===== src/rtl/ifid_skid_stage.sv =====
// ifid_skid_stage: IF/ID pipeline stage with valid/ready handshake, 2-entry skid buffer,
// flush/squash on redirect, and combinational decode of the fixed WISC-S15 fields.
module ifid_skid_stage #(
  parameter int PC_W = 16,
  parameter int INST_W = 16,
  parameter logic [INST_W-1:0] NOP_INST = '0
) (
  input  logic              clk,
  input  logic              rst,
  input  logic              in_valid,
  output logic              in_ready,
  input  logic [PC_W-1:0]   pc_in,
  input  logic [INST_W-1:0] instruction,
  input  logic              flush,
  output logic              out_valid,
  input  logic              out_ready,
  output logic [PC_W-1:0]   pc_out,
  output logic [3:0]        cntrl_input,
  output logic [3:0]        reg_rd,
  output logic [3:0]        reg_rs,
  output logic [3:0]        reg_rt,
  output logic [3:0]        arith_imm,
  output logic [7:0]        load_save_imm,
  output logic [11:0]       call,
  output logic              squashed
);
  logic              main_valid, skid_valid;
  logic [PC_W-1:0]   main_pc, skid_pc;
  logic [INST_W-1:0] main_inst, skid_inst;
  logic              xin, xout;
  assign in_ready      = !skid_valid;
  assign out_valid     = main_valid;
  assign xin           = in_valid & in_ready;
  assign xout          = main_valid & out_ready;
  assign pc_out        = main_pc;
  assign cntrl_input   = main_inst[15:12];
  assign reg_rd        = main_inst[11:8];
  assign reg_rs        = main_inst[7:4];
  assign reg_rt        = main_inst[3:0];
  assign arith_imm     = main_inst[3:0];
  assign load_save_imm = main_inst[7:0];
  assign call          = main_inst[11:0];
  always_ff @(posedge clk or posedge rst) begin
    if (rst) begin
      main_valid <= 1'b0;
      skid_valid <= 1'b0;
      main_pc    <= '0;
      skid_pc    <= '0;
      main_inst  <= NOP_INST;
      skid_inst  <= NOP_INST;
      squashed   <= 1'b0;
    end else if (flush) begin
      main_valid <= 1'b0;
      skid_valid <= 1'b0;
      main_pc    <= '0;
      skid_pc    <= '0;
      main_inst  <= NOP_INST;
      skid_inst  <= NOP_INST;
      // a main entry consumed this same cycle was delivered, not squashed
      squashed   <= skid_valid | (main_valid & !out_ready);
    end else begin
      squashed <= 1'b0;
      if (skid_valid) begin
        if (xout) begin
          main_pc    <= skid_pc;
          main_inst  <= skid_inst;
          skid_valid <= 1'b0;
        end
      end else if (xin & (!main_valid | out_ready)) begin
        main_pc    <= pc_in;
        main_inst  <= instruction;
        main_valid <= 1'b1;
      end else if (xin) begin
        skid_pc    <= pc_in;
        skid_inst  <= instruction;
        skid_valid <= 1'b1;
      end else if (xout) begin
        main_valid <= 1'b0;
      end
    end
  end
endmodule


===== config.mk =====
export PLATFORM = sky130hd
export DESIGN_NAME = ifid_skid_stage
export DESIGN_NICKNAME = d
export VERILOG_FILES = /design/src/rtl/ifid_skid_stage.sv
export SDC_FILE = /design/constraint.sdc
export NUM_CORES = 1
export LEC_CHECK = 0
export BUFFER_PORTS_ARGS = -buffer_cell sky130_fd_sc_hd__buf_4
export CAP_MARGIN = 30
export CORE_UTILIZATION = 51
export CTS_CLUSTER_SIZE = 30
export DETAILED_ROUTE_END_ITERATION = 8
export GPL_TIMING_DRIVEN = 0
export PLACE_DENSITY = 0.79
export RECOVER_POWER = 100
export SLEW_MARGIN = 20
export SYNTH_ARGS = -nofsm -noshare
export SYNTH_HDL_FRONTEND = slang
export SYNTH_SLANG_ARGS = --single-unit

===== constraint.sdc =====
create_clock -name clk -period 6.4 [get_ports clk]
set_clock_uncertainty 0.05 [all_clocks]
set_input_delay 1.92 -clock clk [delete_from_list [all_inputs] [get_ports clk]]
set_output_delay 1.92 -clock clk [all_outputs]
set_load 0.02 [all_outputs]

=== Word level (Yosys, flattened, before mapping) ===
Index checks and enable logic that the tools add are counted.

* Equality and inequality tests: 4
* Muxes and demuxes: 27
* Reductions and logical operators: 9
* Bitwise operators: 6

{| class="wikitable"
|+ Operators with widths
! cell !! count
|-
| 16-bit two-way mux || 16
|-
| 1-bit two-way mux || 11
|-
| 3-bit by 2-bit inequality test with 1-bit output, second input constant || 2
|-
| 3-bit AND reduction || 2
|-
| 3-bit nonzero test || 2
|-
| 1-bit AND || 4
|-
| 2-bit inequality test, second input constant || 2
|-
| 1-bit zero test || 3
|-
| 1-bit bitwise OR || 2
|-
| 2-bit AND reduction || 1
|-
| 2-bit nonzero test || 1
|}

* Output and inout port bits: 59
* Input port bits: 37
* Register bits: 67
* Logic and storage cells: 53

=== Depth between registers and ports, before layout ===
Gate-level depths: netlist of the first run.

* Depth after elaboration: 6
* Depth in mapped cells: 6
* Depth with buffers taken out: 3

=== Least setup slack after synthesis of the first run ===
No wires, ideal clock.

* Path type: input port to flip-flop
* From: input port flush
* To: register skid_inst[10]
* Buffers on the path: 2
* Cell stages on the path: 4
* Data arrival time: 2.904 ns
* Library setup time: 0.065 ns
* Path slack: 3.380 ns
* Data required time: 6.285 ns
* Path through: clkbuf_1 -> a41oi_1 -> clkbuf_1 -> a22o_1

* Longest elaborated chain between the ends: 2

{| class="wikitable"
|+ RTL lines
! element !! line !! source
|-
| start: declaration || 14 || <nowiki>input logic flush,</nowiki>
|-
| 2-bit inequality test (no line) / 2-bit nonzero test (equally long branches) || -- ||
|-
| 3-bit AND reduction (no line) || -- ||
|-
| end signal: assignment || 75 || <nowiki>skid_inst <= instruction;</nowiki>
|-
| end: declaration || 29 || <nowiki>logic [INST_W-1:0] main_inst, skid_inst;</nowiki>
|}

Parallel ways exist; a longest one is shown, timed or not.
A chain may end at the register's enable or synchronous reset.

=== Worst setup path after layout of the first run ===
* From: input port out_ready
* To: register skid_pc[11]

* Longest elaborated chain between the ends: 4

{| class="wikitable"
|+ RTL lines
! element !! line !! source
|-
| start: declaration || 16 || <nowiki>input logic out_ready,</nowiki>
|-
| 1-bit bitwise OR || 69 || <nowiki>end else if (xin & (!main_valid | out_ready)) begin</nowiki>
|-
| 1-bit AND || 69 ||
|-
| 2-bit inequality test (no line) || -- ||
|-
| 3-bit AND reduction (no line) || -- ||
|-
| end signal: assignment || 74 || <nowiki>skid_pc <= pc_in;</nowiki>
|-
| end: declaration || 28 || <nowiki>logic [PC_W-1:0] main_pc, skid_pc;</nowiki>
|}

Every way passes these cells.

==> results.yml, run 1 <==
status:
  status: "completed"
critical_path:
  cpMostUsedCell: "clkbuf_1"
  critical_path.max_fanout: 10
  crit_chain: "clkbuf_1 > nand2b_1 > clkbuf_1 > nor3_1 > clkbuf_1 > a22o_1"
  cp_slowest_cell: "nor3_1"
  max_stage_delay_ns: 0.53
  critPathLaunchType: "primary input"
  reg2reg_slack_ns: 4.39
  end_kind: "register"
  arrival_ns: 3.54
  crit_required_ns: 6.63
  path_class: "in2reg"
yosys:
  syn_inst: 258
  ys_top_cells_by_area: "dfrtp_1, a211oi_2, mux2i_1"
  synth.cell_area_um2: 3240
  syn_avg_cell_area_um2: 12.6
  ys_types: 19
  syn-num-nets: 295
  yosysTopAreaCellShare_pct: 51.7
  yosys_register_bits: 67
  ys_seq_area_share_pct: 51.7
  ys_warn_count: 0
  ys.flop_type: "dfrtp_1"
  synth_top_area_cell: "dfrtp_1"
  synth_edf_count: 0
  synthArstFlopShare_pct: 100
worst_hold_path:
  min_path_type: "reg2reg"
sta:
  fmax_ghz: 0.302
  rsz0062_at_grt: "false"
  worst_pin_slew_ns: 0.911
  setup_ws_ns: 3.09
  whs_ns: 0.457
  finalMaxSlewViolations: 0
  max_slew_margin_pct: 38.9
  fin_tns_setup_ns: 0
  finalCritPeriodShare_pct: 51.7
  setup_viol: 0
  post-route-min-period_ns: 3.31
  hold_viol: 0
cts:
  clockRootBuffer: "clkbuf_8"
  clk_pin_slew_worst_paths_ns: 0.07
  cts_setup_buffers: 0
  tritoncts: "yes"
  cts_resized: 0
  cts_buffer_depth: 2
  clk_latency_ns: 0.35
  cts_hold_buf: 0
  cts_sinks: 67
  h-tree-depth: 3
  cts_buffers: 9
routing:
  ant_nets: 0
  via_per_inst: 5.59
  avgRoutedWirePerCell_um: 17.1
  drt_wl_total_mm: 7.58
  first_pass_iters: 4
  drc: 0
  vias: 2483
  drt_iter0_markers: 195
cells_and_area:
  area.growth.synth_to_final_pct: 23.8
  finish.utilization_pct: 66.7
  diodes: 0
  layout_commonest_cell: "dfrtp_1"
  drive_above_1_share_pct: 29.8
  final_cell_mix: "dfrtp_1, clkbuf_1, buf_4"
  nets: 401
grt:
  grt_max_degree: 51
  grt_overflow: 0
  antenna_found_initial: 0
  grt_pass1_vias: 2339
  gr-usage-all-layers_pct: 24.3
  grt_pass1_wl_mm: 11.9
die:
  coreArea_um2: 6030
  dieHeight_um: 81.8
  placementRows: 28
  die_w_um: 81.8
  start_util_pct: 53.8
  io-pin-count: 96
  dieArea_um2: 6680
run:
  maxCapViolations: 0
place:
  dp_hpwl_mm: 5.20
  io_buffers: 94
  gp_congestion: 0.818
  post-place-ws_ns: 2.98
power_and_ir_drop:
  totalPowerFinal_mw: 1.11
  intPower_mw: 0.807
  switching_power_mw: 0.308
  clockPowerShare_pct: 38.4
  p_leak_nw: 1.82
  comb_power_share_pct: 19.8
  ir_drop_v: 0.000168
  power_density_nw_per_um2: 278
  seq_power_share_pct: 41.8
  swShare_pct: 27.7
-- state kept, by name (all words and copies together) (netlist names) --
name / flops
skid_pc: 16
skid_valid: 1
skid_inst: 16
pc_out: 16
squashed: 1
main_inst: 16
out_valid: 1
-- per-stage QoR --
stage | instances | cell area (um^2)
finish | 444 | 4020
global route | 444 | 4020
global placement | 427 | 4040
CTS | 444 | 4320
detailed placement | 428 | 4070
floorplan | 258 | 3240
-- critical path: cells and delay by family --
| family | cells | cell delay [ns] |
|---|---|---|
| AOI/OAI and AO/OA | 1 | 0.21 |
| buffers and inverters | 3 | 0.73 |
| and+or+nand+nor | 2 | 0.67 |
-- cell type report --
cell class / count / area (um^2)
fill: 545 / 2010
multi-input combinational: 139 / 1120
clock buffer: 11 / 141
inverter: 3 / 12.5
buffer: 49 / 294
timing repair buffer: 95 / 576
clock inverter: 5 / 100
tap: 75 / 93.8
sequential: 67 / 1680
-- cells in the mapped netlist, types with 2 or more instances --
cell / count
a211oi_1: 3
a211oi_2: 30
a21oi_1: 34
a22o_1: 32
buf_2: 7
buf_4: 24
buf_6: 5
clkbuf_1: 13
dfrtp_1: 67
inv_1: 2
mux2i_1: 32
nand2b_1: 2
-- logic make-up (layout without fill, tap and decap cells) --
kind of cell           Yosys count  after routing  share of synthesized area, %
AO/OA/AOI/OAI                  102            102                          26.8
flip-flops                      67             67                          51.7
buffers and inverters           52            163                          10.2
multiplexers                    33             33                          10.3
AND/OR/NAND/NOR                  4              4                         0.964
-- metal layers --
metal,share of wire (%),track usage [%],up-vias
li1,-,-,1160
met2,47,36.9,74
met5,0,0,-
met4,1.2,8.95,0
met1,46,33.7,1237
met3,5.4,5.67,12
-- power by group through the flow --
stage | registers (mW) | clock network (mW) | logic, mW
floorplan | 0.496 | 0 | 0.137
global placement | 0.474 | 0 | 0.252
detailed placement | 0.474 | 0 | 0.259
CTS | 0.467 | 0.432 | 0.260
global route | 0.470 | 0.453 | 0.240
finish | 0.466 | 0.428 | 0.221
-- worst paths after layout --
kind	start	endpoint	depth (start not counted)
max in group asynchronous	rst	skid_inst[2]	3
worst min-delay path	skid_inst[12]	skid_inst[12]	1
worst max-delay path	out_ready	skid_pc[11]	6
worst max register to register	out_valid	skid_pc[11]	5
min in group asynchronous	rst	pc_out[15]	2
worst min register to register	skid_inst[12]	skid_inst[12]	1
No activity file was read; power rests on OpenSTA's default activity.
==> run 2, diff against run 1 <==
CORE_UTILIZATION = 47   (was 51)
PLACE_DENSITY = 0.77   (was 0.79)
clock period = 2.93 ns   (was 6.4 ns; I/O delays follow)
==> run 2 against run 1 <==
Effect of this change:
- the flow now finishes with violations (capacitance limit, slew limit)
- wire length grew 1.1%
- sequential power grew 120%
- register-to-register slack lost 3.6 ns
- utilization shrank 5.3 points
- critical path type unchanged
- die area grew 8.3%
- highest routed layer unchanged
- critical path depth is the same
- via count shrank 1.9%
- non-clock buffer count is the same
- combinational power grew 120%
- total power grew 100%
- cell area shrank 0.75%
==> results.yml, run 2 (synthesis gave the netlist of run 1 again) <==
power_and_ir_drop:
  intPower_mw: 1.59
  comb_power_share_pct: 21.6
  switching_power_mw: 0.670
  swShare_pct: 29.7
  p_leak_nw: 1.81
  power_density_nw_per_um2: 567
  ir_drop_v: 0.000267
  clockPowerShare_pct: 33.3
  seq_power_share_pct: 45.1
routing:
  route.met3.wl_um: 498
  wl_met1_mm: 3.40
  via_per_inst: 5.46
  wl_met2_mm: 3.63
  drt_wl_total_mm: 7.66
  drc: 0
  avgRoutedWirePerCell_um: 17.2
  drt_iter0_markers: 109
  vias: 2437
  ant_nets: 0
  first_pass_iters: 4
  highest_layer: "met4"
critical_path:
  arrival_ns: 2.60
  cp_slowest_cell: "nor3_1"
  crit_required_ns: 3.15
  cpMostUsedCell: "clkbuf_1"
  max_stage_delay_ns: 0.55
  end_kind: "register"
  path_class: "in2reg"
  critical_path.max_fanout: 10
  crit_chain: "clkbuf_1 > nand2b_1 > clkbuf_1 > nor3_1 > clkbuf_1 > a22o_1"
  critPathLaunchType: "primary input"
run:
  maxCapViolations: 1
place:
  dp.cells: 430
  post-place-ws_ns: 0.516
  gp_congestion: 0.780
  io_buffers: 94
  dp_hpwl_mm: 5.31
grt:
  antenna_found_initial: 0
  grt_pass1_wl_mm: 12.6
  grt_overflow: 0
  grt_pass1_vias: 2477
  grt_max_degree: 38
  gr-usage-all-layers_pct: 22.5
sta:
  worst_pin_slew_ns: 1.66
  post-route-min-period_ns: 2.37
  finalMaxSlewViolations: 37
  rsz0062_at_grt: "false"
  fmax_ghz: 0.421
  hold_viol: 0
  setup_ws_ns: 0.557
  finalCritPeriodShare_pct: 81.0
  setup_viol: 0
  max_slew_margin_pct: -11.3
cts:
  clockRootBuffer: "clkbuf_8"
  cts_hold_buf: 0
  cts_setup_buffers: 0
  cts_buffers: 9
  clk_latency_ns: 0.34
  h-tree-depth: 3
  cts_resized: 0
  cts_buffer_depth: 2
  cts_sinks: 67
  clk_pin_slew_worst_paths_ns: 0.07
  tritoncts: "yes"
cells_and_area:
  diodes: 0
  final_cell_mix: "dfrtp_1, clkbuf_1, buf_4"
  multi_input_area_um2: 1130
  nets: 401
  area.growth.synth_to_final_pct: 22.9
  fillCellCount: 598
  drive_above_1_share_pct: 31.4
  layout_commonest_cell: "dfrtp_1"
  regArea_um2: 1680
  final-instance-count-excl-fill: 446
worst_hold_path:
  min_path_type: "reg2reg"
die:
  io-pin-count: 96
  coreArea_um2: 6490
  dieHeight_um: 85.1
  placementRows: 29
  die_w_um: 85.1
  start_util_pct: 50.0
  dieArea_um2: 7240
status:
  status: "finished, violations left"
  failed_checks: "capacitance limit, slew limit"
-- run 2: changes by cell type in the layout (fill, tap and decap cells not counted), sizes merged --
cell | previous run | this run
buf | 64 | 65
bufinv | 3 | 1
clkbuf | 91 | 89
clkinv | 2 | 5
-- run 2: power groups by stage --
stage | combinational, mW | sequential [mW] | clock (mW)
global route | 0.526 | 1.03 | 0.802
floorplan | 0.298 | 1.08 | 0
CTS | 0.568 | 1.02 | 0.764
global placement | 0.552 | 1.03 | 0
detailed placement | 0.565 | 1.04 | 0
finish | 0.489 | 1.02 | 0.752
-- run 2: worst max-delay path, delay by kind of cell --
kind	cells	cell delay [ns]
and+or+nand+nor	2	0.69
buffers and inverters	3	0.79
AOI/OAI and AO/OA	1	0.22
-- run 2: per-stage QoR --
step | cell area, um^2 | total power, mW | utilization (%) | hold WS [ns] | TNS, ns
6_report | 3990 | 2.26 | 61.4 | 0.456 | 0
5_1_grt | 3990 | 2.35 | 61.4 | 0.470 | 0
4_1_cts | 4260 | 2.35 | 65.6 | 0.461 | 0
3_5_place_dp | 4070 | 1.60 | 62.6 | 0.441 | 0
3_3_place_gp | 4050 | 1.59 | 62.3 | 0.437 | -37.03
2_1_floorplan | 3240 | 1.38 | - | 0.423 | 0
-- run 2: final timing paths --
kind / from / to / slack, ns / depth (start not counted)
worst max-delay path: out_ready / skid_pc[6] / 0.56 / 6
worst min-delay path: skid_inst[10] / skid_inst[10] / 0.46 / 1
worst max register to register: out_valid / skid_pc[6] / 0.83 / 5
worst min register to register: skid_inst[10] / skid_inst[10] / 0.46 / 1
max in group asynchronous: rst / skid_pc[2] / 1.15 / 3
min in group asynchronous: rst / main_inst[9] / 0.90 / 2
-- run 2: per-layer routing --
| layer | global-route usage, % | vias up |
|---|---|---|
| met1 | 30.7 | 1194 |
| met5 | 0 | - |
| met3 | 4.47 | 9 |
| li1 | - | 1150 |
| met2 | 35.3 | 84 |
| met4 | 9.24 | 0 |
-- run 2: cell type report --
type | count | area share [%]
sequential | 67 | 42.0
multi-input combinational | 139 | 28.3
timing repair buffer | 95 | 14.5
buffer | 49 | 7.56
clock buffer | 10 | 3.45
tap | 77 | 2.42
clock inverter | 6 | 1.38
inverter | 3 | 0.314
==> run 3, diff against run 2 <==
ABC_AREA = 1   (was default)
CORE_UTILIZATION = 51   (was 47)
PLACE_DENSITY = 0.79   (was 0.77)
clock period = 2.4 ns   (was 2.93 ns; I/O delays follow)
==> run 3 against run 2 <==
Effect of this change:
- the run now ends clean
- sequential share of layout area fell by 1.7 points
- via count rose by 27%
- clock-buffer cell count is 1 higher
- synthesized cell count increased by 66%
- sequential power grew 22%
- non-clock buffer count grew 2
- combinational power rose by 15%
- cell count grew 38%
- first-iteration DRC count rose by 70%
- register-to-register slack lost 0.17 ns
- clock power is 42% higher
- critical endpoint is now in_ready
==> results.yml, run 3 <==
cts:
  clk_pin_slew_worst_paths_ns: 0.07
  tritoncts: "yes"
  h-tree-depth: 3
  clockRootBuffer: "clkbuf_8"
  cts_buffer_depth: 2
  cts_sinks: 67
  cts_resized: 0
  cts_setup_buffers: 0
  clk_latency_ns: 0.35
  cts_hold_buf: 0
  cts_buffers: 9
die:
  dieArea_um2: 6780
  io-pin-count: 96
  die_w_um: 82.4
  dieHeight_um: 82.4
  placementRows: 28
  coreArea_um2: 6060
  start_util_pct: 54.4
grt:
  antenna_found_initial: 0
  grt_pass1_vias: 2884
  grt_pass1_wl_mm: 13.4
  grt_max_degree: 31
  gr-usage-all-layers_pct: 26.8
  grt_overflow: 0
routing:
  vias: 3100
  first_pass_iters: 5
  drc: 0
  drt_iter0_markers: 185
  drt_wl_total_mm: 8.12
  via_per_inst: 5.04
  ant_nets: 0
  avgRoutedWirePerCell_um: 13.2
yosys:
  yosysTopAreaCellShare_pct: 50.9
  ys_types: 17
  ys_warn_count: 0
  syn_avg_cell_area_um2: 7.70
  ys_top_cells_by_area: "dfrtp_1, nand2_1, buf_4"
  synth_top_area_cell: "dfrtp_1"
  syn-num-nets: 465
  yosys_register_bits: 67
  ys.flop_type: "dfrtp_1"
  synthMostInstantiatedCell: "nand2_1"
  syn_inst: 428
  synthArstFlopShare_pct: 100
  yosys-top-cells-count: "nand2_1, dfrtp_1, nor2_1"
  ys_seq_area_share_pct: 50.9
  synth_edf_count: 0
  synth.cell_area_um2: 3290
place:
  io_buffers: 94
  dp_hpwl_mm: 5.75
  gp_congestion: 0.792
  dp.cells: 599
critical_path:
  arrival_ns: 1.50
  path_class: "reg2out"
  critPathLaunchType: "register"
  reg2reg_slack_ns: 0.66
  critical_path.max_fanout: 10
  end_kind: "output pin"
  crit_required_ns: 1.63
cells_and_area:
  regArea_um2: 1680
  area.growth.synth_to_final_pct: 26.2
  multi_input_area_um2: 1240
  nets: 572
  final-instance-count-excl-fill: 615
  drive_above_1_share_pct: 21.3
  diodes: 0
  final_cell_mix: "nand2_1, dfrtp_1, buf_4"
  fillCellCount: 555
  layout_commonest_cell: "nand2_1"
power_and_ir_drop:
  p_leak_nw: 2.35
  comb_power_share_pct: 19.6
  ir_drop_v: 0.000524
  clockPowerShare_pct: 37.2
  intPower_mw: 2.05
  switching_power_mw: 0.827
  power_density_nw_per_um2: 691
  seq_power_share_pct: 43.2
  swShare_pct: 28.8
sta:
  setup_viol: 0
  worst_pin_slew_ns: 1.29
  post-route-min-period_ns: 2.27
  hold_viol: 0
  fin_tns_setup_ns: 0
  finalMaxSlewViolations: 0
  max_slew_margin_pct: 14.1
  finalCritPeriodShare_pct: 94.5
  rsz0062_at_grt: "false"
  fmax_ghz: 0.441
status:
  status: "completed"
run:
  maxCapViolations: 0
worst_hold_path:
  min_path_type: "in2async"
## run 3: cell types whose count changed after synthesis, sizes merged, moves of 11 or more
cell / before / now
o21ai: 1 / 19
a211oi: 33 / 0
nor2: 0 / 41
mux2i: 32 / 0
buf: 36 / 48
nand3: 0 / 34
clkbuf: 13 / 2
a22o: 32 / 0
nand2: 0 / 193
a21oi: 34 / 17
## run 3: through the flow
step | setup slack (ns) | utilization (%) | hold WS (ns) | total power [mW] | instance area [um^2]
finish | 0.133 | 68.6 | 0.326 | 2.87 | 4160
floorplan | 0.803 | - | 0.392 | 1.62 | 3300
detailed placement | 0.519 | 68.3 | 0.409 | 1.90 | 4140
global placement | 0.399 | 67.6 | 0.403 | 1.88 | 4100
global route | 0.0761 | 68.6 | 0.367 | 2.99 | 4160
CTS | 0.141 | 72.0 | 0.270 | 2.96 | 4360
## run 3: power by group through the flow
stage,logic [mW],registers [mW],clock network [mW]
2_1_floorplan,0.299,1.33,0
3_3_place_gp,0.617,1.26,0
3_5_place_dp,0.635,1.27,0
4_1_cts,0.638,1.24,1.07
5_1_grt,0.622,1.25,1.12
6_report,0.563,1.24,1.07
## run 3: layout make-up
cell class	instances	area share, %
buffer	50	7.70
multi-input combinational	304	29.7
inverter	7	0.662
clock buffer	11	3.64
timing repair buffer	96	13.9
tap	75	2.26
clock inverter	5	1.81
sequential	67	40.3
## run 3: cell families (layout without fill, tap and decap cells)
logic type / Yosys count / in the layout / synth area share (%)
flip-flops: 67 / 67 / 50.9
buffers and inverters: 57 / 169 / 10.8
AO/OA/AOI/OAI: 36 / 36 / 5.47
AND/OR/NAND/NOR: 268 / 268 / 32.8
## run 3: path summary, 6_finish.rpt
kind                                    from             to  cells after the start
worst max-delay path              skid_valid       in_ready                      4
worst min-delay path                     rst  skid_inst[12]                      2
worst max register to register    skid_valid      pc_out[5]                      7
worst min register to register  skid_inst[9]   skid_inst[9]                      2
max in group asynchronous                rst      pc_out[3]                      4
min in group clk                skid_inst[9]   skid_inst[9]                      2
## run 3: metal layers
layer,part of all wire (%),vias up,global-route usage (%)
met1,45,1456,35.3
met3,6.1,15,4.84
li1,-,1532,-
met2,47,97,43.3
met5,0,-,0
met4,2.1,0,11.8
## run 3: critical path: stages (launching register included)
cell	delay, ns
dfrtp_1	0.37
buf_4	0.16
inv_2	0.15
buf_2	0.26
clkbuf_2	0.21
